<file path="config.mk">
export PLATFORM = sky130hd
export DESIGN_NAME = axi_slv_w_order_sched
export DESIGN_NICKNAME = d
export VERILOG_FILES = /design/src/rtl/axi_xbar_pkg.sv /design/src/rtl/axi_ostd_fifo.sv /design/src/rtl/axi_slv_w_order_sched.sv
export SDC_FILE = /design/constraint.sdc
export NUM_CORES = 1
export LEC_CHECK = 0
export CELL_PAD_IN_SITES_DETAIL_PLACEMENT = 1
export CELL_PAD_IN_SITES_GLOBAL_PLACEMENT = 1
export CORE_AREA = 2 2 88 90
export DETAILED_ROUTE_END_ITERATION = 8
export DIE_AREA = 0 0 90 92
export DONT_BUFFER_PORTS = 1
export PLACE_DENSITY_LB_ADDON = 0.1
export SLEW_MARGIN = 5
export SYNTH_ARGS = -nofsm -noshare
export SYNTH_HDL_FRONTEND = slang
export SYNTH_SLANG_ARGS = --single-unit
</file>
<file path="constraint.sdc">
create_clock -name aclk -period 2.7 [get_ports aclk]
set_input_delay 0.81 -clock aclk [delete_from_list [all_inputs] [get_ports aclk]]
set_output_delay 0.81 -clock aclk [all_outputs]
set_load 0.05 [all_outputs]
</file>
<file path="src/rtl/axi_xbar_pkg.sv">
// Shared types for the AXI3 crossbar slave-side logic.
//   len_t          : AXLEN burst length field (beats-1)
//   mst_idx_t      : upstream master index, sized from XBAR_MST_NUM
//   w_order_ent_t  : one AW order record {mst, len}
package axi_xbar_pkg;

  localparam int unsigned XBAR_MST_NUM = 4;
  localparam int unsigned MST_IDX_W    = (XBAR_MST_NUM > 1) ? $clog2(XBAR_MST_NUM) : 1;

  typedef logic [3:0]           len_t;
  typedef logic [MST_IDX_W-1:0] mst_idx_t;

  typedef struct packed {
    mst_idx_t mst;
    len_t     len;
  } w_order_ent_t;

  // True when the beat about to be transferred is the final one of the burst.
  function automatic logic is_last_beat(input len_t beat_cnt, input len_t len);
    return beat_cnt == len;
  endfunction

endpackage

</file>
<file path="src/rtl/axi_ostd_fifo.sv">
// Synchronous FIFO holding outstanding AW order records.
//   clk, rst_n : clock, asynchronous active-low reset
//   push, din  : write request / data (ignored while full)
//   pop        : read request (ignored while empty)
//   dout       : head entry, valid while !empty
//   count      : number of occupied entries
//   full/empty : occupancy flags
// No bypass: a pushed entry is visible at dout no earlier than the next cycle.
module axi_ostd_fifo #(
  parameter int unsigned WIDTH = 8,
  parameter int unsigned DEPTH = 4,
  localparam int unsigned PTR_W = $clog2(DEPTH),
  localparam int unsigned CNT_W = PTR_W + 1
) (
  input  logic             clk,
  input  logic             rst_n,
  input  logic             push,
  input  logic [WIDTH-1:0] din,
  input  logic             pop,
  output logic [WIDTH-1:0] dout,
  output logic [CNT_W-1:0] count,
  output logic             full,
  output logic             empty
);

  logic [PTR_W-1:0] wr_ptr_q, wr_ptr_d;
  logic [PTR_W-1:0] rd_ptr_q, rd_ptr_d;
  logic [CNT_W-1:0] count_q, count_d;
  logic [WIDTH-1:0] mem_q [DEPTH];
  logic             do_push;
  logic             do_pop;

  assign full    = (count_q == CNT_W'(DEPTH));
  assign empty   = (count_q == '0);
  assign do_push = push & ~full;
  assign do_pop  = pop & ~empty;
  assign count   = count_q;
  assign dout    = mem_q[rd_ptr_q];

  // Pointers wrap naturally because DEPTH is a power of two.
  always_comb begin
    wr_ptr_d = wr_ptr_q;
    rd_ptr_d = rd_ptr_q;
    count_d  = count_q;
    if (do_push) wr_ptr_d = wr_ptr_q + 1'b1;
    if (do_pop)  rd_ptr_d = rd_ptr_q + 1'b1;
    case ({do_push, do_pop})
      2'b10:   count_d = count_q + 1'b1;
      2'b01:   count_d = count_q - 1'b1;
      default: count_d = count_q;
    endcase
  end

  always_ff @(posedge clk or negedge rst_n) begin
    if (!rst_n) begin
      wr_ptr_q <= '0;
      rd_ptr_q <= '0;
      count_q  <= '0;
    end else begin
      wr_ptr_q <= wr_ptr_d;
      rd_ptr_q <= rd_ptr_d;
      count_q  <= count_d;
    end
  end

  // Storage needs no reset; occupancy alone decides what is valid.
  always_ff @(posedge clk) begin
    if (do_push) mem_q[wr_ptr_q] <= din;
  end

endmodule

</file>
<file path="src/rtl/axi_slv_w_order_sched.sv">
// Slave-side W scheduler for the AXI3 crossbar.
// Records {master, AWLEN} of each AW accepted by the slave and forwards whole
// W bursts from those masters to the slave in the same order, never
// interleaving. WLAST toward the slave comes from an internal beat count;
// each master's WLAST is only compared against it (sticky wlast_err).
//   aw_push_*        : AW acceptance record in, aw_push_ready = order FIFO has room
//   in_w*            : per-master W channels, flattened, master 0 in LSBs
//   out_wready_mst   : per-master WREADY (one-hot on the selected master)
//   out_w*/in_wready : slave W channel
//   ostd_cnt         : occupied order FIFO entries
//   wlast_err        : sticky WLAST disagreement flag
module axi_slv_w_order_sched
  import axi_xbar_pkg::*;
#(
  parameter int unsigned MST_NUM    = 4,
  parameter int unsigned OSTD_NUM   = 4,
  parameter int unsigned AXI_ID_W   = 4,
  parameter int unsigned AXI_DATA_W = 32,
  localparam int unsigned MST_W  = $clog2(MST_NUM),
  localparam int unsigned STRB_W = AXI_DATA_W / 8,
  localparam int unsigned CNT_W  = $clog2(OSTD_NUM) + 1
) (
  input  logic                         aclk,
  input  logic                         aresetn,
  input  logic                         aw_push_valid,
  input  logic [MST_W-1:0]             aw_push_mst,
  input  logic [3:0]                   aw_push_len,
  output logic                         aw_push_ready,
  input  logic [MST_NUM-1:0]           in_wvalid,
  input  logic [MST_NUM-1:0]           in_wlast,
  input  logic [MST_NUM*AXI_ID_W-1:0]  in_wid,
  input  logic [MST_NUM*AXI_DATA_W-1:0] in_wdata,
  input  logic [MST_NUM*STRB_W-1:0]    in_wstrb,
  output logic [MST_NUM-1:0]           out_wready_mst,
  output logic                         out_wvalid,
  output logic                         out_wlast,
  output logic [AXI_ID_W-1:0]          out_wid,
  output logic [AXI_DATA_W-1:0]        out_wdata,
  output logic [STRB_W-1:0]            out_wstrb,
  input  logic                         in_wready,
  output logic [CNT_W-1:0]             ostd_cnt,
  output logic                         wlast_err
);

  localparam int unsigned ENT_W = $bits(w_order_ent_t);

  w_order_ent_t     push_ent;
  w_order_ent_t     head_ent;
  logic [ENT_W-1:0] fifo_dout;
  logic             fifo_full;
  logic             fifo_empty;
  logic             head_vld;
  logic             aw_push;
  logic             sel_wlast;
  logic             beat_acc;
  logic             burst_pop;

  logic             rdy_q, rdy_d;
  len_t             beat_cnt_q, beat_cnt_d;
  logic             wlast_err_q, wlast_err_d;

  // rdy_q holds aw_push_ready low during reset and rises one clock after release.
  assign aw_push_ready = rdy_q & ~fifo_full;
  assign aw_push       = aw_push_valid & aw_push_ready;
  assign push_ent.mst  = mst_idx_t'(aw_push_mst);
  assign push_ent.len  = aw_push_len;
  assign head_ent      = w_order_ent_t'(fifo_dout);
  assign head_vld      = ~fifo_empty;
  assign wlast_err     = wlast_err_q;

  axi_ostd_fifo #(
    .WIDTH (ENT_W),
    .DEPTH (OSTD_NUM)
  ) u_order_fifo (
    .clk   (aclk),
    .rst_n (aresetn),
    .push  (aw_push),
    .din   (push_ent),
    .pop   (burst_pop),
    .dout  (fifo_dout),
    .count (ostd_cnt),
    .full  (fifo_full),
    .empty (fifo_empty)
  );

  // W mux: only the head master's lanes reach the slave; nothing depends on
  // aw_push_*, so there is no AW-to-W combinational path.
  always_comb begin
    out_wvalid     = 1'b0;
    out_wid        = '0;
    out_wdata      = '0;
    out_wstrb      = '0;
    out_wready_mst = '0;
    sel_wlast      = 1'b0;
    if (head_vld) begin
      for (int unsigned i = 0; i < MST_NUM; i++) begin
        if (32'(head_ent.mst) == i) begin
          out_wvalid        = in_wvalid[i];
          sel_wlast         = in_wlast[i];
          out_wid           = in_wid[i*AXI_ID_W +: AXI_ID_W];
          out_wdata         = in_wdata[i*AXI_DATA_W +: AXI_DATA_W];
          out_wstrb         = in_wstrb[i*STRB_W +: STRB_W];
          out_wready_mst[i] = in_wready;
        end
      end
    end
    out_wlast = out_wvalid & is_last_beat(beat_cnt_q, head_ent.len);
  end

  assign beat_acc  = out_wvalid & in_wready;
  assign burst_pop = beat_acc & out_wlast;

  always_comb begin
    rdy_d       = 1'b1;
    beat_cnt_d  = beat_cnt_q;
    wlast_err_d = wlast_err_q;
    if (burst_pop) begin
      beat_cnt_d = '0;
    end else if (beat_acc) begin
      beat_cnt_d = beat_cnt_q + 1'b1;
    end
    if (beat_acc && (sel_wlast != out_wlast)) wlast_err_d = 1'b1;
  end

  always_ff @(posedge aclk or negedge aresetn) begin
    if (!aresetn) begin
      rdy_q       <= 1'b0;
      beat_cnt_q  <= '0;
      wlast_err_q <= 1'b0;
    end else begin
      rdy_q       <= rdy_d;
      beat_cnt_q  <= beat_cnt_d;
      wlast_err_q <= wlast_err_d;
    end
  end

endmodule

</file>
==> metrics.yaml, run 1 <==
outcome:
  result_of_the_run: "finished with violations"
  failing_checks: "negative setup slack"
worst_setup_path:
  regToRegEndpoint: "u_order_fifo.count[1]"
  critical_path.startpoint_type: "flop"
  worst-setup-path-type: "flop to output port"
  cp-end-kind: "output port"
  critPathArrivalTime_ns: 2.29
  crit_startpoint: "u_order_fifo.rd_ptr_q[0]"
  timing.reg2reg.worst_path_depth: 9
  register_to_register_path_setup_slack_ns: -0.13
  critical_path.reg2reg.startpoint: "u_order_fifo.rd_ptr_q[0]"
  critical_path.max_fanout: 5
  required_ns: 1.89
synthesis:
  synthDominantAreaCellType: "mux4_2"
  synth_largest_type_area_fraction_pct: 28.7
  syn_area_um2: 3060
  netlist_cell_types: 37
  synth_top_cells_by_area: "mux4_2 (29%), edfxtp_1 (24%), dfrtp_1 (11%), and2_1 (8.4%), mux4_1 (6.0%)"
  yosysSeqAreaShare_pct: 34.2
  dominant_register_cell_in_the_synthesized_netlist: "edfxtp_1"
  synth_nets: 402
  ys_ff_latch: 37
  synth_enable_flop_cells: 24
  synth_warnings: 0
  post_synth_inst_count: 217
  avgSynthCellArea_um2: 14.1
  async_reset_ff_share_pct: 35.1
power:
  power.ir.vdd_worst_mv: 0.558
  leakagePower_nw: 1.45
  power.density_cell_area_nw_per_um2: 1670
floorplan:
  core_area_um2: 7450
  design.die.area_um2: 8280
  num_io_pins: 229
  site_rows: 32
  initial_standard_cell_utilization_of_the_core_pct: 41.1
  die_w_um: 90
  die_ht_um: 92
place:
  placed_cells_incl_taps: 332
  numPortBuffers: 0
  gp_congestion: 0.879
  post-dp-hpwl_mm: 7.68
clocking:
  cts_hold_bufs: 0
  clock_insertion_delay_worst_skew_ns: 0.29
  tritoncts_clock_tree: "built"
  path_clk_slew_ns: 0.08
  cts.sink_count: 37
  tritoncts.num_buffers: 5
  cts_max_level: 2
  clk_root_buffer_cell: "clkbuf_8"
  ctsLongestPathBuffers: 2
drt:
  postRouteAntennaNets: 0
  drt-wirelength-per-cell_um: 26.3
  detail_route.vias_per_cell: 5.98
  drt-pass1-iter-count: 4
  dr_total_vias: 2087
  drtIter0Drc: 90
  drc: 0
  total_wire_length_mm: 9.19
sta:
  clock.fmax_mhz: 323
  timing.hold.ws_ns: 0.203
  final_report_hold_violation_count: 0
  layout_min_cycle_time_ns: 3.10
  final-max-slew-violation-count: 0
  grt_setup_unrepaired: "true"
  layout_setup_ws_ns: -0.398
  slew-limit-headroom_pct: 65.6
  worst_slew_pin_slew_ns: 0.516
  number_of_setup_violations_in_the_final_report: 48
  setup_tns_final_ns: -15.88
  timing.final.crit_share_pct: 115
  clock_skew_ns: 0.00370
finish:
  finish.cell_count_without_fillers: 349
  most_frequent_standard_cell_in_the_layout_excluding_fill_and_tap_cells: "mux4_2"
  layout_cell_share_with_drive_strength_beyond_1_pct: 61.1
  flow.area_growth_from_synthesis_pct: 25.2
  final_cell_mix: "mux4_2 (44), and2_4 (40), edfxtp_1 (24)"
  n_antenna_cell: 0
  nets: 431
global_routing:
  grt_antenna_before_repair: 1
  grt_usage_pct: 21.7
  globalRoute.totalOverflow: 0
  grt_pass1_vias: 2284
  grt_pass1_wl_mm: 13.9
  pin_count_of_the_biggest_net_entering_global_routing: 30
hold_path:
  holdCritPathClass: "primary input to async pin"
flow_run:
  cap_viol_max_count: 0
## synthesized netlist by cell type, drive strengths merged, types with 2 or more instances
cell type,count
mux4,46
mux2i,5
xnor2,8
and3,4
nand3,2
o22ai,3
nor2,8
dfrtp,13
and2,41
nand2,6
xor2,3
ha,6
a21oi,2
buf,12
clkbuf,5
edfxtp,24
inv,8
nor3,3
o21ai,4
mux2,3
nand2b,2
## per-layer routing
| layer | share of wire, % | wire length, µm | track usage, % | vias up |
|---|---|---|---|---|
| met3 | 8.4 | 771 | 7.64 | 21 |
| li1 | - | - | - | 889 |
| met2 | 54 | 4950 | 38.3 | 123 |
| met1 | 35 | 3170 | 23.9 | 1052 |
| met5 | 0.19 | 17 | 0 | - |
| met4 | 3.0 | 277 | 8.46 | 2 |
## metrics by stage
stage | setup WS [ns] | total power [mW] | instance area [µm²] | utilization, %
final | -0.398 | 6.40 | 3840 | 51.5
after global routing | -0.494 | 6.68 | 3840 | 51.5
after CTS | -0.412 | 6.30 | 3720 | 50.0
after detailed placement | -0.120 | 5.63 | 3510 | 47.1
after global placement | -0.0745 | 5.50 | 3510 | 47.1
after floorplan | -0.162 | 4.88 | 3180 | -
## cell type report
type	instances	area (µm²)
inverters	8	30.0
clock buffers	5	68.8
clock inverters	3	46.3
flip-flops and latches	37	1050
multi-input cells	155	2000
repair buffers	39	512
well taps	102	128
fillers	744	3610
## cell families after synthesis
group           count (synthesis)  synth area share [%]
simple gates                   70                  13.9
flops                          37                  34.2
buf+inv                        25                  5.76
xor+xnor                       11                  3.15
fa+ha+maj                       7                  3.10
other cells                     1                 0.122
compound gates                 12                  2.41
mux                            54                  37.4
## what timing repair did
action | 4_1_cts | 5_1_grt
resized for setup | 13 | 8
pin swaps | 0 | 3
setup endpoints to repair | 47 | 48
buffers inserted | 2 | 4
gates cloned | 1 | 2
## where the power goes
part,internal (mW),switching (mW)
Clock,0.276,0.212
Sequential,0.733,0.106
Combinational,2.07,3.01
Total,3.07,3.33
## worst max-delay path: stages (launching register included)
cell	delay, ns
dfrtp_1	0.39
mux4_2	0.60
buf_12	0.18
clkbuf_16	0.16
mux4_2	0.42
and2_4	0.23
## worst max-delay path by stage
| stage | endpoint | slack [ns] |
|---|---|---|
| floorplan | out_wlast | -0.16 |
| global placement | out_wdata[31] | -0.07 |
| detailed placement | out_wdata[31] | -0.12 |
| CTS | out_wdata[31] | -0.41 |
| global route | out_wlast | -0.49 |
| finish | out_wdata[19] | -0.40 |
## state kept, by name (all words and copies together), names as in the netlist
register	count
beat_cnt_q	4
rdy_q	1
u_order_fifo.count	3
u_order_fifo.mem_q	24
u_order_fifo.rd_ptr_q	2
u_order_fifo.wr_ptr_q	2
wlast_err	1
No activity file was read; power rests on OpenSTA's default activity.
==> inputs of run 2 (changes only) <==
- SLEW_MARGIN: 5 -> 20
==> results of run 2 <==
The final DEF is identical to that of run 1; final timing and power are the same.
==> inputs of run 3 (changes only) <==
- GPL_TIMING_DRIVEN: default -> 0
==> metrics.yaml, run 3 (same netlist as run 1, synthesis figures left out) <==
power:
  reported_net_switching_power_mw: 3.30  # -0.81%
  sequential_share_of_power_pct: 15.3  # +2.2 points
  power.ir.vdd_worst_mv: 0.506  # -9.2%
  power.share.combinational_pct: 75.4  # -3.9 points
  internal-power_mw: 2.95  # -4.2%
  power.density_cell_area_nw_per_um2: 1690  # +1.5%
  share_clk_of_total_power_pct: 9.2  # +1.6 points
  leakagePower_nw: 1.38  # -4.8%
  swShare_pct: 52.8  # +0.86 points
finish:
  multi_input_logic_area_um2: 2040  # +1.8%
  finish.cell_count_without_fillers: 344  # -1.4%
  nets: 426  # -1.2%
  flow.area_growth_from_synthesis_pct: 20.4
  layout_cell_share_with_drive_strength_beyond_1_pct: 61.2  # about the same
  largest_register_ffs: 24  # unchanged
  seq_area_um2: 1050  # +0.24%
  largest_register: "u_order_fifo.mem_q"
  final_cell_mix: "mux4_2 (46), and2_4 (40), edfxtp_1 (24)"
  most_frequent_standard_cell_in_the_layout_excluding_fill_and_tap_cells: "mux4_2"
  n_antenna_cell: 0  # unchanged
  fillerInstances: 746  # +0.27%
global_routing:
  grt_usage_pct: 20.7  # -0.99 points
  pin_count_of_the_biggest_net_entering_global_routing: 14  # -53%
  global_route.usage.met3_pct: 8.05  # +0.41 points
  groute.layer.met2.usage_pct: 36.0  # -2.3 points
  grt_antenna_before_repair: 0  # -1
  grt_pass1_wl_mm: 13.2  # -5.2%
  met1_usage_pct: 24.5  # +0.59 points
  globalRoute.totalOverflow: 0  # unchanged
  grt_pass1_vias: 2155  # -5.6%
  globalRoute.busiestLayer: "met2"
floorplan:
  initial_standard_cell_utilization_of_the_core_pct: 41.1  # unchanged
  die_ht_um: 92  # unchanged
  core_area_um2: 7450  # unchanged
  die_w_um: 90  # unchanged
  design.die.area_um2: 8280  # unchanged
  num_io_pins: 229  # unchanged
  site_rows: 32  # unchanged
sta:
  slew-limit-headroom_pct: 53.1  # -12 points
  final_report_hold_violation_count: 0  # unchanged
  clock_skew_ns: 0.00769  # +0.00399 ns
  clock.fmax_mhz: 316  # -2.0%
  setup_tns_final_ns: -17.47  # -1.59 ns
  timing.final.crit_share_pct: 117  # +2.3 points
  grt_setup_unrepaired: "true"
  final-max-slew-violation-count: 0  # unchanged
  layout_min_cycle_time_ns: 3.16  # +0.0632 ns
  worst_slew_pin_slew_ns: 0.698  # +0.182 ns
  layout_setup_ws_ns: -0.462  # -0.0632 ns
  number_of_setup_violations_in_the_final_report: 48  # unchanged
worst_setup_path:
  critical_path.reg2reg.startpoint: "u_order_fifo.rd_ptr_q[0]"
  cp-end-kind: "output port"
  critical_path.startpoint_type: "flop"
  critical_path.cell_chain: "buf_6 -> mux4_2 -> buf_12 -> buf_12 -> mux4_2 -> and2_4"
  required_ns: 1.89  # about the same
  crit_slowest_cell: "mux4_2"
  worst-path-buf-inv: 3  # +1
  critPathArrivalTime_ns: 2.35  # +0.06 ns
  critical_path.max_fanout: 6  # +1
  crit_startpoint: "u_order_fifo.rd_ptr_q[0]"
  worst-setup-path-type: "flop to output port"
  cp_slowest_stage_delay_ns: 0.61  # about the same
  cp_top_family: "multiplexers"
hold_path:
  holdCritPathClass: "primary input to async pin"
clocking:
  cts.sink_count: 37  # unchanged
  path_clk_slew_ns: 0.08  # about the same
  cts_max_level: 2  # unchanged
  ctsLongestPathBuffers: 2  # unchanged
  clk_root_buffer_cell: "clkbuf_8"
  cts_hold_bufs: 0  # unchanged
  clock_insertion_delay_worst_skew_ns: 0.29  # about the same
  tritoncts_clock_tree: "built"
  tritoncts.num_buffers: 5  # unchanged
drt:
  dr_total_vias: 2044  # -2.1%
  detail_route.vias_per_cell: 5.94  # -0.64%
  total_wire_length_mm: 9.01  # -1.9%
  drt-wirelength-per-cell_um: 26.2  # -0.51%
  drt-pass1-iter-count: 4  # unchanged
  drtIter0Drc: 85  # -5.6%
  postRouteAntennaNets: 0  # unchanged
  drc: 0  # unchanged
outcome:
  failing_checks: "negative setup slack"
  result_of_the_run: "finished with violations"
place:
  gp_congestion: 0.874  # -0.63%
  numPortBuffers: 0  # unchanged
  post-dp-hpwl_mm: 7.19  # -6.4%
  placed_cells_incl_taps: 319  # -3.9%
flow_run:
  cap_viol_max_count: 0  # unchanged
## run 3: cell count changes in the layout (fill, tap and decap cells not counted), sizes merged
| cell | before | now |
|---|---|---|
| clkinv | 1 | 0 |
| clkinvlp | 1 | 0 |
| clkbuf | 7 | 9 |
| bufinv | 1 | 2 |
| buf | 37 | 30 |
| inv | 8 | 9 |
## run 3: timing repair
action	4_1_cts	5_1_grt
resized for setup	27	16
setup endpoints to repair	49	48
buffers inserted	16	7
pin swaps	5	10
## run 3: layer usage
metal / up-vias / part of all wire, % / routed length (µm)
met5: - / 0 / 0
met4: 0 / 0.77 / 69
met3: 10 / 8.8 / 792
met2: 105 / 53 / 4800
li1: 877 / - / -
met1: 1052 / 37 / 3350
## run 3: path summary, 6_finish.rpt
path	end	cells after the start	slack, ns
setup / recovery	out_wdata[23]	6	-0.46
hold / removal	beat_cnt_q[0]	0	0.20
setup reg to reg	u_order_fifo.count[1]	11	-0.23
hold reg to reg	beat_cnt_q[1]	2	0.60
max in group asynchronous	u_order_fifo.count[0]	0	2.41
min in group aclk	beat_cnt_q[1]	2	0.60
## run 3: metrics by stage
step | utilization, % | area [µm²] | total power [mW] | setup WS (ns) | hold slack (ns)
2_1_floorplan | - | 3180 | 4.88 | -0.162 | 0.514
3_3_place_gp | 44.4 | 3310 | 5.23 | -0.534 | 0.515
3_5_place_dp | 44.4 | 3310 | 5.33 | -0.572 | 0.515
4_1_cts | 48.4 | 3600 | 6.16 | -0.498 | 0.195
5_1_grt | 49.5 | 3690 | 6.52 | -0.542 | 0.183
6_report | 49.5 | 3690 | 6.25 | -0.462 | 0.200
## run 3: cell type report
cell class,instances,share of cell area [%]
buffer,12,2.65
multi-input combinational,155,55.3
tap,102,3.46
sequential,37,28.5
timing repair buffer,22,5.53
clock buffer,5,1.87
clock inverter,3,1.87
inverter,8,0.814
## run 3: power groups by stage
stage                     clock network (mW)  logic, mW  registers, mW
final                                  0.577       4.71          0.958
after global placement                     0       4.29          0.942
after detailed placement                   0       4.37          0.958
after CTS                              0.587       4.63          0.950
after global routing                   0.609       4.93          0.977
after floorplan                            0       3.96          0.921
